[config.mk]
export PLATFORM = sky130hd
export DESIGN_NAME = bch_chien_ctrl
export DESIGN_NICKNAME = d
export VERILOG_FILES = /design/src/rtl/bch_chien_ctrl.sv
export SDC_FILE = /design/constraint.sdc
export NUM_CORES = 1
export LEC_CHECK = 0
export BUFFER_PORTS_ARGS = -buffer_cell sky130_fd_sc_hd__clkbuf_2
export CAP_MARGIN = 20
export CORE_ASPECT_RATIO = 1.2
export CORE_UTILIZATION = 30
export CTS_CLUSTER_SIZE = 20
export DETAILED_ROUTE_END_ITERATION = 8
export GPL_TIMING_DRIVEN = 0
export PLACE_DENSITY_LB_ADDON = 0.08
export SLEW_MARGIN = 20
export SYNTH_ARGS = -nofsm -noshare
export SYNTH_HDL_FRONTEND = slang
export SYNTH_SLANG_ARGS = --single-unit
[constraint.sdc]
create_clock -name iclk -period 2.04 [get_ports iclk]
set_input_delay 0.102 -clock iclk [delete_from_list [all_inputs] [get_ports iclk]]
set_output_delay 0.102 -clock iclk [all_outputs]
set_load 0.01 [all_outputs]
[src/rtl/bch_chien_ctrl.sv]
// Purpose: Chien-search sequencer; drives the t-way root datapath, reads the buffered codeword, and flips located bits.
// Latency: locator at cycle 0 -> odp_load at 1 -> first oval at 2+DP_LAT -> oeop at block_n+1+DP_LAT.
// Backpressure: none downstream (oval contiguous); ordy=0 outside IDLE, and an iloc_poly_val then is dropped (odrop pulse).
//
// Ports: iclk/ireset (sync, active-high); iloc_poly_val/_deg/iloc_failed + ordy/odrop = locator handshake;
//        odp_load/odp_ena/idp_root = datapath strobes and root flag; oram_radr/oram_read/iram_rdat/oram_done = RAM port;
//        osop/oval/oeop/odat = corrected stream; odecfail/obiterr = block status, valid on oeop and held afterwards.
// Optional feature: BCH_CHIEN_ZERO_DEG_SKIP_EN -- a deg=0, non-failed locator idles the datapath and passes data through.
module bch_chien_ctrl #(
  parameter int m       = 4,
  parameter int t       = 2,
  parameter int block_n = 7,
  parameter int DP_LAT  = 2
) (
  input  logic         iclk,
  input  logic         ireset,
  input  logic         iloc_poly_val,
  input  logic [m-1:0] iloc_poly_deg,
  input  logic         iloc_failed,
  output logic         ordy,
  output logic         odrop,
  output logic         odp_load,
  output logic         odp_ena,
  input  logic         idp_root,
  output logic [m-1:0] oram_radr,
  output logic         oram_read,
  output logic         oram_done,
  input  logic         iram_rdat,
  output logic         osop,
  output logic         oval,
  output logic         oeop,
  output logic         odat,
  output logic         odecfail,
  output logic [m-1:0] obiterr
);

  localparam int DW = $clog2(DP_LAT + 1);

  typedef enum logic [1:0] {S_IDLE, S_LOAD, S_SEARCH, S_DRAIN} state_t;

  state_t          state_q, state_d;
  logic [m-1:0]    pos_q, deg_q, root_cnt_q, cnt_next, biterr_q;
  logic            failed_q, decfail_q, drop_q;
  logic [DW-1:0]   drain_q;
  logic [DP_LAT-1:0] vld_sr, sop_sr, eop_sr;
  logic            search, last_pos, skip, root_eff, rdat_d;

  // The correction capability only bounds the locator degree upstream;
  // the sequencing here is independent of it.
  if (t < 1) begin : g_t_degenerate
  end

  assign search   = (state_q == S_SEARCH);
  assign last_pos = (pos_q == m'(block_n - 1));

`ifdef BCH_CHIEN_ZERO_DEG_SKIP_EN
  // A zero-degree locator that BM did not flag has no roots to find.
  assign skip = (deg_q == '0) && !failed_q;
`else
  assign skip = 1'b0;
`endif

  // State register
  always_ff @(posedge iclk) begin
    if (ireset) state_q <= S_IDLE;
    else        state_q <= state_d;
  end

  // Next-state logic
  always_comb begin
    state_d = state_q;
    case (state_q)
      S_IDLE:   if (iloc_poly_val) state_d = S_LOAD;
      S_LOAD:   state_d = S_SEARCH;
      S_SEARCH: if (last_pos) state_d = S_DRAIN;
      S_DRAIN:  if (drain_q == DW'(DP_LAT - 1)) state_d = S_IDLE;
      default:  state_d = S_IDLE;
    endcase
  end

  // FSM outputs
  always_comb begin
    ordy      = (state_q == S_IDLE);
    odp_load  = (state_q == S_LOAD) && !skip;
    odp_ena   = search && !skip;
    oram_read = search;
    oram_radr = search ? pos_q : '0;
  end

  // Counters, latched locator info and the alignment pipes
  always_ff @(posedge iclk) begin
    if (ireset) begin
      pos_q      <= '0;
      deg_q      <= '0;
      failed_q   <= 1'b0;
      drain_q    <= '0;
      root_cnt_q <= '0;
      biterr_q   <= '0;
      decfail_q  <= 1'b0;
      drop_q     <= 1'b0;
      vld_sr     <= '0;
      sop_sr     <= '0;
      eop_sr     <= '0;
    end else begin
      if ((state_q == S_IDLE) && iloc_poly_val) begin
        deg_q    <= iloc_poly_deg;
        failed_q <= iloc_failed;
      end
      drop_q <= iloc_poly_val && (state_q != S_IDLE);

      if (state_q == S_LOAD) pos_q <= '0;
      else if (search)       pos_q <= pos_q + 1'b1;

      if (search)                    drain_q <= '0;
      else if (state_q == S_DRAIN)   drain_q <= drain_q + 1'b1;

      if (state_q == S_LOAD) root_cnt_q <= '0;
      else                   root_cnt_q <= cnt_next;

      if (oeop) begin
        biterr_q  <= obiterr;
        decfail_q <= odecfail;
      end

      // Read strobe and framing marks travel DP_LAT cycles to meet idp_root.
      vld_sr[0] <= search;
      sop_sr[0] <= search && (pos_q == '0);
      eop_sr[0] <= search && last_pos;
      for (int i = 1; i < DP_LAT; i++) begin
        vld_sr[i] <= vld_sr[i-1];
        sop_sr[i] <= sop_sr[i-1];
        eop_sr[i] <= eop_sr[i-1];
      end
    end
  end

  // RAM data already lags its read by one cycle, so it needs DP_LAT-1 more.
  if (DP_LAT == 1) begin : g_rdat_direct
    assign rdat_d = iram_rdat;
  end else begin : g_rdat_pipe
    logic [DP_LAT-2:0] rdat_sr;
    always_ff @(posedge iclk) begin
      if (ireset) begin
        rdat_sr <= '0;
      end else begin
        rdat_sr[0] <= iram_rdat;
        for (int i = 1; i < DP_LAT - 1; i++) rdat_sr[i] <= rdat_sr[i-1];
      end
    end
    assign rdat_d = rdat_sr[DP_LAT-2];
  end

  assign oval     = vld_sr[DP_LAT-1];
  assign osop     = sop_sr[DP_LAT-1];
  assign oeop     = eop_sr[DP_LAT-1];
  assign root_eff = idp_root && !skip;
  // Gate with oval so a stray root or RAM bit never leaks onto an idle bus.
  assign odat     = oval && (rdat_d ^ root_eff);

  // Saturating count that already includes the current beat, so the
  // status presented alongside oeop is final.
  assign cnt_next = (oval && root_eff && (root_cnt_q != '1)) ? root_cnt_q + 1'b1 : root_cnt_q;

  assign obiterr   = oeop ? cnt_next : biterr_q;
  assign odecfail  = oeop ? (failed_q || (cnt_next != deg_q)) : decfail_q;
  assign oram_done = oeop;
  assign odrop     = drop_q;

endmodule

# --- Yosys cells after proc, flatten, opt, wreduce, memory -nomap -nowiden ---
# Index checks and enable logic that the tools add are counted.
totals:
  ff_bits: 30
  latch_bits: 0
  ramBits: 0
  romBits: 0
  inputBits: 10
  output_inout_bits: 19
  elab_cells: 49
  mem_count: 0
op_classes:
  addsub: 3
  multipliers: 0
  div_mod_pow: 0
  magnitude_cmp: 0
  n_eq_ne: 10
  n_shift: 0
  mux: 8
  n_bitwise: 1
  reduce_logical: 14
op_table:
  columns: ["cell", "count"]
  rows:
  - ["$mux 4", 3]
  - ["$add 4x1->4 const B", 2]
  - ["$pmux 2 s4", 1]
  - ["$logic_and 1x1->1", 7]
  - ["$mux 2", 3]
  - ["$eq 2x1->1 const B", 2]
  - ["$eq 2x2->1 const B", 2]
  - ["$eq 4x3->1 const B", 1]
  - ["$logic_not 4->1", 1]
  - ["$ne 2x2->1 const B", 2]
  - ["$ne 4x4->1", 1]
  - ["$ne 4x4->1 const B", 1]
  - ["$reduce_or 2->1", 2]
  - ["$reduce_and 3->1", 1]
  - ["$add 2x1->2 const B", 1]
  - ["$logic_not 2->1", 1]
  - ["$ne 2x1->1 const B", 1]
  - ["$reduce_bool 2->1", 1]
  - ["$logic_or 1x1->1", 1]
  - ["$mux 1", 1]
  - ["$xor 1x1->1", 1]

# --- Logic depth before layout (Yosys ltp) ---
# Gate-level depths: netlist of the first run.
logic_depth:
  word_depth: 6
  depth_mapped: 7
  mapped_depth_nobuf: 7

# --- Least setup slack after synthesis of the first run ---
# OpenSTA, ideal clock, no wires.
synth_path:
  kind: "flip-flop to output port"
  start: "register root_cnt_q[0]"
  end: "output port odecfail"
  t_arrival_ns: 1.724
  required_time_ns: 1.938
  path_slack_ns: 0.214
  path_stages_with_launch: 7
  path_buffers: 0
  cell_sequence: "dfxtp_1 ha_1 nand3_2 and3_4 or3_1 a221oi_2 a21oi_1"
synth_between:
  elab_chain_cells: 6
  word_cells_on_any_way: 7
  cone_classes: "add/sub (1); eq/ne (2); mux (2); reduce/logical (2)"
synth_rtl:
  columns: ["item", "line", "text"]
  rows:
  - ["from (decl)", "42", "logic [m-1:0] pos_q, deg_q, root_cnt_q, cnt_next, biterr_q;"]
  - ["from (signal assigned)", "118", "else root_cnt_q <= cnt_next;"]
  - ["parallel branches: the longest is 2 deep, another holds $add 4x1->4", null, null]
  - ["$mux 4 (*)", "162", "assign cnt_next = (oval && root_eff && (root_cnt_q != '1)) ? root_cnt_q + 1'b1 : root_cnt_q;"]
  - ["$ne 4x4->1 (*)", "165", "assign odecfail = oeop ? (failed_q || (cnt_next != deg_q)) : decfail_q;"]
  - ["$logic_or 1x1->1 (*)", "165", null]
  - ["$mux 1 (*)", "165", null]
  - ["to (decl)", "33", "output logic odecfail,"]
# Mark *: on every way between the ends.

# --- Final worst setup path of the first run ---
# Same ends and word-level chain as after synthesis.

==> results of run 1 <==
-- cell usage in the layout (no fill, tap or decap), types with 3 or more instances in the layout --
cell type / synthesis / routed
dfxtp_1: 30 / 26
nor2_1: 20 / 20
clkbuf_1: 6 / 8
xor2_1: 3 / 3
ha_1: 9 / 8
and2_1: 6 / 5
nor3_1: 5 / 5
nand3_1: 9 / 8
buf_4: 2 / 13
nand2_1: 7 / 7
clkbuf_8: 0 / 5
nor2b_1: 10 / 10
a21oi_1: 10 / 10
inv_1: 10 / 10
clkbuf_2: 0 / 27
-- registers in the layout, summed over array words and instances, names as in the netlist --
signal / cells
odrop: 1
decfail_q: 1
drain_q: 2
sop_sr: 2
failed_q: 1
state_q: 2
root_cnt_q: 4
eop_sr: 2
biterr_q: 4
pos_q: 4
deg_q: 4
g_rdat_pipe.rdat_sr: 1
vld_sr: 2
-- kinds of logic (layout without fill, tap and decap cells) --
kind of cell | after synthesis | count (layout) | share of synthesized area, %
muxes | 4 | 4 | 3.17
AOI/OAI and AO/OA | 24 | 24 | 11.5
DFF | 30 | 30 | 42.2
and+or+nand+nor | 69 | 69 | 25.9
xor gates and xnor gates | 6 | 6 | 3.69
adders and majority gates | 9 | 9 | 7.92
buffers and inverters | 19 | 65 | 5.63
-- layout make-up --
cell class	count	area (um^2)
fill	493	2680
tap	58	72.6
sequential	30	611
buffer	9	45.0
inverter	10	37.5
clock buffer	7	76.3
timing repair buffer	39	223
multi-input combinational	112	812
-- synth_stat cells (2+ instances only) --
cell type,instances,area [um^2]
dfxtp_1,30,601
nor2_1,20,75.1
a21oi_1,10,50.1
inv_1,10,37.5
nor2b_1,10,62.6
ha_1,9,113
nand3_1,9,45.0
nand2_1,7,26.3
and2_1,6,37.5
clkbuf_1,6,22.5
nor3_1,5,25.0
a211oi_1,3,22.5
xnor2_1,3,26.3
xor2_1,3,26.3
a21boi_0,2,15.0
buf_4,2,15.0
mux2i_1,2,20.0
nand2b_1,2,12.5
nand3b_1,2,15.0
o21ai_0,2,10.0
-- metrics by stage --
stage	instance area [um^2]	cells	setup WS, ns	setup TNS (ns)	util, %
after floorplan	1420	161	0.214	0	-
after detailed placement	1640	247	-0.0661	-0.0661	35.9
after global placement	1640	247	-0.107	-0.114	35.9
after global routing	1880	265	-0.104	-0.104	41.2
final	1880	265	-0.00547	-0.00547	41.2
after CTS	1800	260	-0.0177	-0.0177	39.4
-- report_power, final --
group	switching, uW	total [uW]	leakage [uW]	internal [uW]
registers	55.9	707	0.000246	651
logic	259	454	0.000493	195
clock network	194	428	0.0000383	234
total	509	1590	0.000777	1080
-- worst max path at each step --
stage	cells after the start	startpoint	end	slack, ns
after floorplan	6	root_cnt_q[0]	odecfail	0.21
after global placement	7	root_cnt_q[0]	odecfail	-0.11
after detailed placement	7	root_cnt_q[0]	odecfail	-0.07
after CTS	7	root_cnt_q[1]	odecfail	-0.02
after global routing	7	root_cnt_q[0]	odecfail	-0.10
final	7	root_cnt_q[0]	odecfail	-0.005
-- per-layer routing --
metal  vias up  wire length [um]
met5         -                 0
met4         0                78
met3         8               132
met2        26              1500
met1       557              1370
li1        634                 -
-- repair_timing --
action                                  4_1_cts  5_1_grt
gates resized for setup                      10       10
setup buffers                                 6        5
pin swaps                                     4        5
hold buffers                                  0        0
gates cloned                                  0        0
endpoints found under the setup margin        4        1
==> metrics, run 1 <==
count of maximum capacitance violations=0; TritonCTS clock tree=done; Via density=around 4.6; GRT Overall Usage=a little over an eighth; type of element capturing the critical path=output pin; share of cells above drive strength 1=30.9%; worst-skew pair later-pin latency=approximately 0.27 ns; path type of the worst min-delay path=in2reg; Fmax=0.489 GHz; initial antenna violation count=0; Die Outline Area=0.00502 mm^2; number of standard cells after synthesis=161; Hold EP=g_rdat_pipe.rdat_sr; crit path max fanout=4; Synthesized Nets=180; count of warnings emitted by yosys=0; remaining antenna violation count=0; pin count of the biggest net entering global routing=11; standby leakage power=0.000777 uW; worst hold-check slack=roughly 0.045 ns; Routability Congestion=0.805; cell row count=27; Max transition margin=just under 70%; number of endpoints with negative hold slack in the final report=0; global routing usage on met1=16.7%; post-route setup slack=-0.00547 ns; mean cell area of the mapped netlist=8.84 um^2; RSZ-0062 raised after global routing=true; PwrDens=847 mW/mm^2; Die Width=about 65 um; synthesized area=0.00142 mm^2; kind of cell adding the most delay to the critical path=simple AND/OR/NAND/NOR gates; slack of the worst reg-to-reg path=0.19 ns; post-synth cell types=38; clock tree buffer depth=2; arrival time of data at the critical path endpoint=1.94 ns; Final #Nets=226; TritonCTS sink count=30; Initial Util=31.2%; number of synthesized register bits=30; main flop type after synthesis=dfxtp_1; violations in the final reports=setup timing; Startpoint Class=register; detail-routed net length per standard cell=11.6 um; result of the run=finished with violations; FFs w/ async S/R, synth=0%; via count=1225; number of design rule violations left after detail routing=0; num ports=29; height of the die=77.4 um; Most Crowded Layer GR=met2; number of I/O port buffers=28; buffers and inverters on the worst path=1; highest-delay cell along the critical path=dfxtp_4; number of buffers created by CTS=5; layout-stage area growth over the synthesis result=31.9%; R2R Path Start=root_cnt_q[0]; number of antenna cells inserted=0; crit path kind=reg2out; final setup vio count=1; Worst Hold Depth=2; maximum vdd ir drop=438 uV; GRT Residual Overflow=0; cells traversed along the worst timing path=ha_4 -> nand3_4 -> and3_4 -> or3_1 -> a221oi_2 -> a21oi_1 -> buf_2; post-route minimum period=around 2.0 ns; total half-perimeter wirelength after legalization and detailed placement=2190 um; end of the worst register-to-register path=decfail_q; sequential fraction of the synthesis area=42.2%; met2 usage=a little over a fifth; share of the clock period used by the worst path after layout=100%; cell chosen for the clock root=clkbuf_8; total power=1590 uW; post-route clock skew=0.00359 ns; number of synthesized flops with an enable pin=0; worst reg2reg path depth=8; worst path required time=1.94 ns; floorplan core area=0.00456 mm^2; max-slew violations=0; H-tree depth=2; first-iteration detailed-routing DRC count=27; clock input transition at the sequential cells of the worst setup and hold paths=0.06 ns; Worst Max-Slew Pin Slew=~0.46 ns; final WL=3080 um; hold path start=iram_rdat; First-pass DRT Iterations=4; wire length of the first global-routing pass=5310 um; global-route met3 utilization=4.41%; biggest cell delay along the critical path=~0.36 ns; vias in the first global route=1149
Note: power is estimated with default switching activity, not from simulation.
==> inputs of run 2 (changes only) <==
CORE_UTILIZATION = 35   (was 30)
==> run 2 against run 1 <==
The run still ends with setup timing left; sequential cell count stayed put; hold slack worse by 0.00094 ns; sequential power barely moved; clock power barely moved; clock skew grew 0.0014 ns; die area fell by 14%; register-to-register slack about the same; clock-buffer cell count did not move; sequential share of layout area rose by 1.3 points; combinational power down 2%; core utilization grew 5.0 points; via count down 1.6%.
==> metrics, run 2 (synthesized netlist as in run 1, its figures left out) <==
H-tree depth=2 (unchanged); Placed Cells incl. Taps=243 (-1.6%); layout-stage area growth over the synthesis result=26.7%; height of the die=71.8 um (-7.2%); number of I/O port buffers=28 (unchanged); Via density=4.69 (+1.5%); arrival time of data at the critical path endpoint=1.94 ns (about the same); RSZ-0062 raised after global routing=true; result of the run=finished with violations; pin count of the biggest net entering global routing=11 (unchanged); Worst Max-Slew Pin Slew=0.440 ns (-0.0158 ns); final WL=2900 um (-5.8%); PwrDens=877 mW/mm^2 (+3.5%); number of standard cells in the final layout excluding fillers=257 (-3.0%); critical path launch point=root_cnt_q[1]; First-pass DRT Iterations=4 (unchanged); worst-skew pair later-pin latency=0.27 ns (about the same); Max transition margin=70.6% (+1.1 points); crit path kind=reg2out; clock tree buffer depth=2 (unchanged); final instance area=0.00180 mm^2 (-3.9%); floorplan core area=0.00391 mm^2 (-14%); path type of the worst min-delay path=in2reg; initial antenna violation count=0 (unchanged); Final #Nets=222 (-1.8%); worst path required time=1.94 ns (about the same); vias in the first global route=1167 (+1.6%); cell row count=25 (-7.4%); final setup vio count=1 (unchanged); layout filler cell count=412 (-16%); area of the multi-input gates=774 um^2 (-4.6%); violations in the final reports=setup timing; detail-routed net length per standard cell=11.3 um (-2.8%); R2R Path Start=root_cnt_q[1]; number of antenna cells inserted=0 (unchanged); Die Width=60.2 um (-7.2%); standby leakage power=0.000744 uW (-4.2%); number of buffers created by CTS=5 (unchanged); via count=1206 (-1.6%); most frequent cells in the layout=28 x clkbuf_2, 27 x dfxtp_1, 20 x nor2_1; wire length of the first global-routing pass=5150 um (-3.0%); total power=1580 uW (-0.56%); num ports=29 (unchanged); Startpoint Class=register; Sequential cell area=609 um^2 (-0.21%); crit path max fanout=5 (+1); hold path start=iram_rdat; count of hold buffers inserted by post-cts repair=0 (unchanged); Initial Util=36.4% (+5.2 points); GRT Overall Usage=16.0% (+2.3 points); type of element capturing the critical path=output pin; post-route setup slack=-0.00574 ns (-0.000276 ns); final core utilization=46.1% (+5.0 points); Fmax=0.489 GHz (about the same); clock input transition at the sequential cells of the worst setup and hold paths=0.06 ns (about the same); count of maximum capacitance violations=0 (unchanged); number of endpoints with negative hold slack in the final report=0 (unchanged); remaining antenna violation count=0 (unchanged); Die Outline Area=0.00432 mm^2 (-14%); share of the clock period used by the worst path after layout=100% (about the same); slack of the worst reg-to-reg path=0.19 ns (about the same); TritonCTS sink count=30 (unchanged); most common library cell in the layout ignoring fill and taps=clkbuf_2; Placed Instance Area=0.00163 mm^2 (-0.31%); post-route minimum period=2.05 ns (+0.000276 ns); Routability Congestion=0.814 (+1.1%); number of design rule violations left after detail routing=0 (unchanged); first-iteration detailed-routing DRC count=44 (+63%); cell chosen for the clock root=clkbuf_8; GRT Residual Overflow=0 (unchanged); pre-CTS setup slack=-0.0323 ns (+0.0338 ns); max-slew violations=0 (unchanged); post-route clock skew=0.00497 ns (+0.00138 ns); share of cells above drive strength 1=27.6% (-3.3 points); total half-perimeter wirelength after legalization and detailed placement=2150 um (-1.8%); maximum vdd ir drop=479 uV (+9.4%); TritonCTS clock tree=done
==> run 2: per-stage QoR <==
stage / hold slack (ns) / TNS [ns]
after global placement: 0.319 / -0.0691
after floorplan: 0.230 / 0
after CTS: 0.0427 / -0.0126
final: 0.0438 / -0.00574
after global routing: 0.0561 / -0.0973
after detailed placement: 0.335 / -0.0323
==> run 2: area by class of cell <==
type	count	area share [%]
well taps	54	3.75
repair buffers	35	10.7
flip-flops and latches	30	33.8
plain buffers	9	2.50
multi-input cells	112	43.0
inverters	10	2.08
clock buffers	7	4.23
==> run 2: layer usage <==
layer	part of all wire, %	routed length, um	up-vias	track usage, %
met5	0	0	-	0
met4	2.8	80	0	8.27
met1	44	1280	553	18.1
met2	50	1440	19	26.5
li1	-	-	626	-
met3	3.4	99	8	4.51
==> run 2: path summary, 6_finish.rpt <==
check	endpoint	cells after the start
worst max-delay path	odecfail	7
worst min-delay path	g_rdat_pipe.rdat_sr	2
worst max register to register	decfail_q	8
worst min register to register	vld_sr[1]	1
==> run 2: worst max-delay path, stage by stage (launching register included) <==
cell and delay [ns]:
dfxtp_4 0.36, ha_4 0.17, nand3_4 0.09, and3_4 0.16
or3_1 0.38, a221oi_2 0.27, a21oi_1 0.10, clkbuf_2 0.14
==> run 2: timing repair <==
item | in CTS | in global routing
setup endpoints to repair | 3 | 1
gates resized for setup | 11 | 3
setup buffers | 7 | 0
pin swaps | 5 | 0
cloned | 0 | 0
==> run 2: power by group <==
part	leakage, uW	switching [uW]	internal [uW]
Clock	0.0000383	196	234
Combinational	0.000461	253	193
Sequential	0.000246	53.1	651
Total	0.000744	502	1080
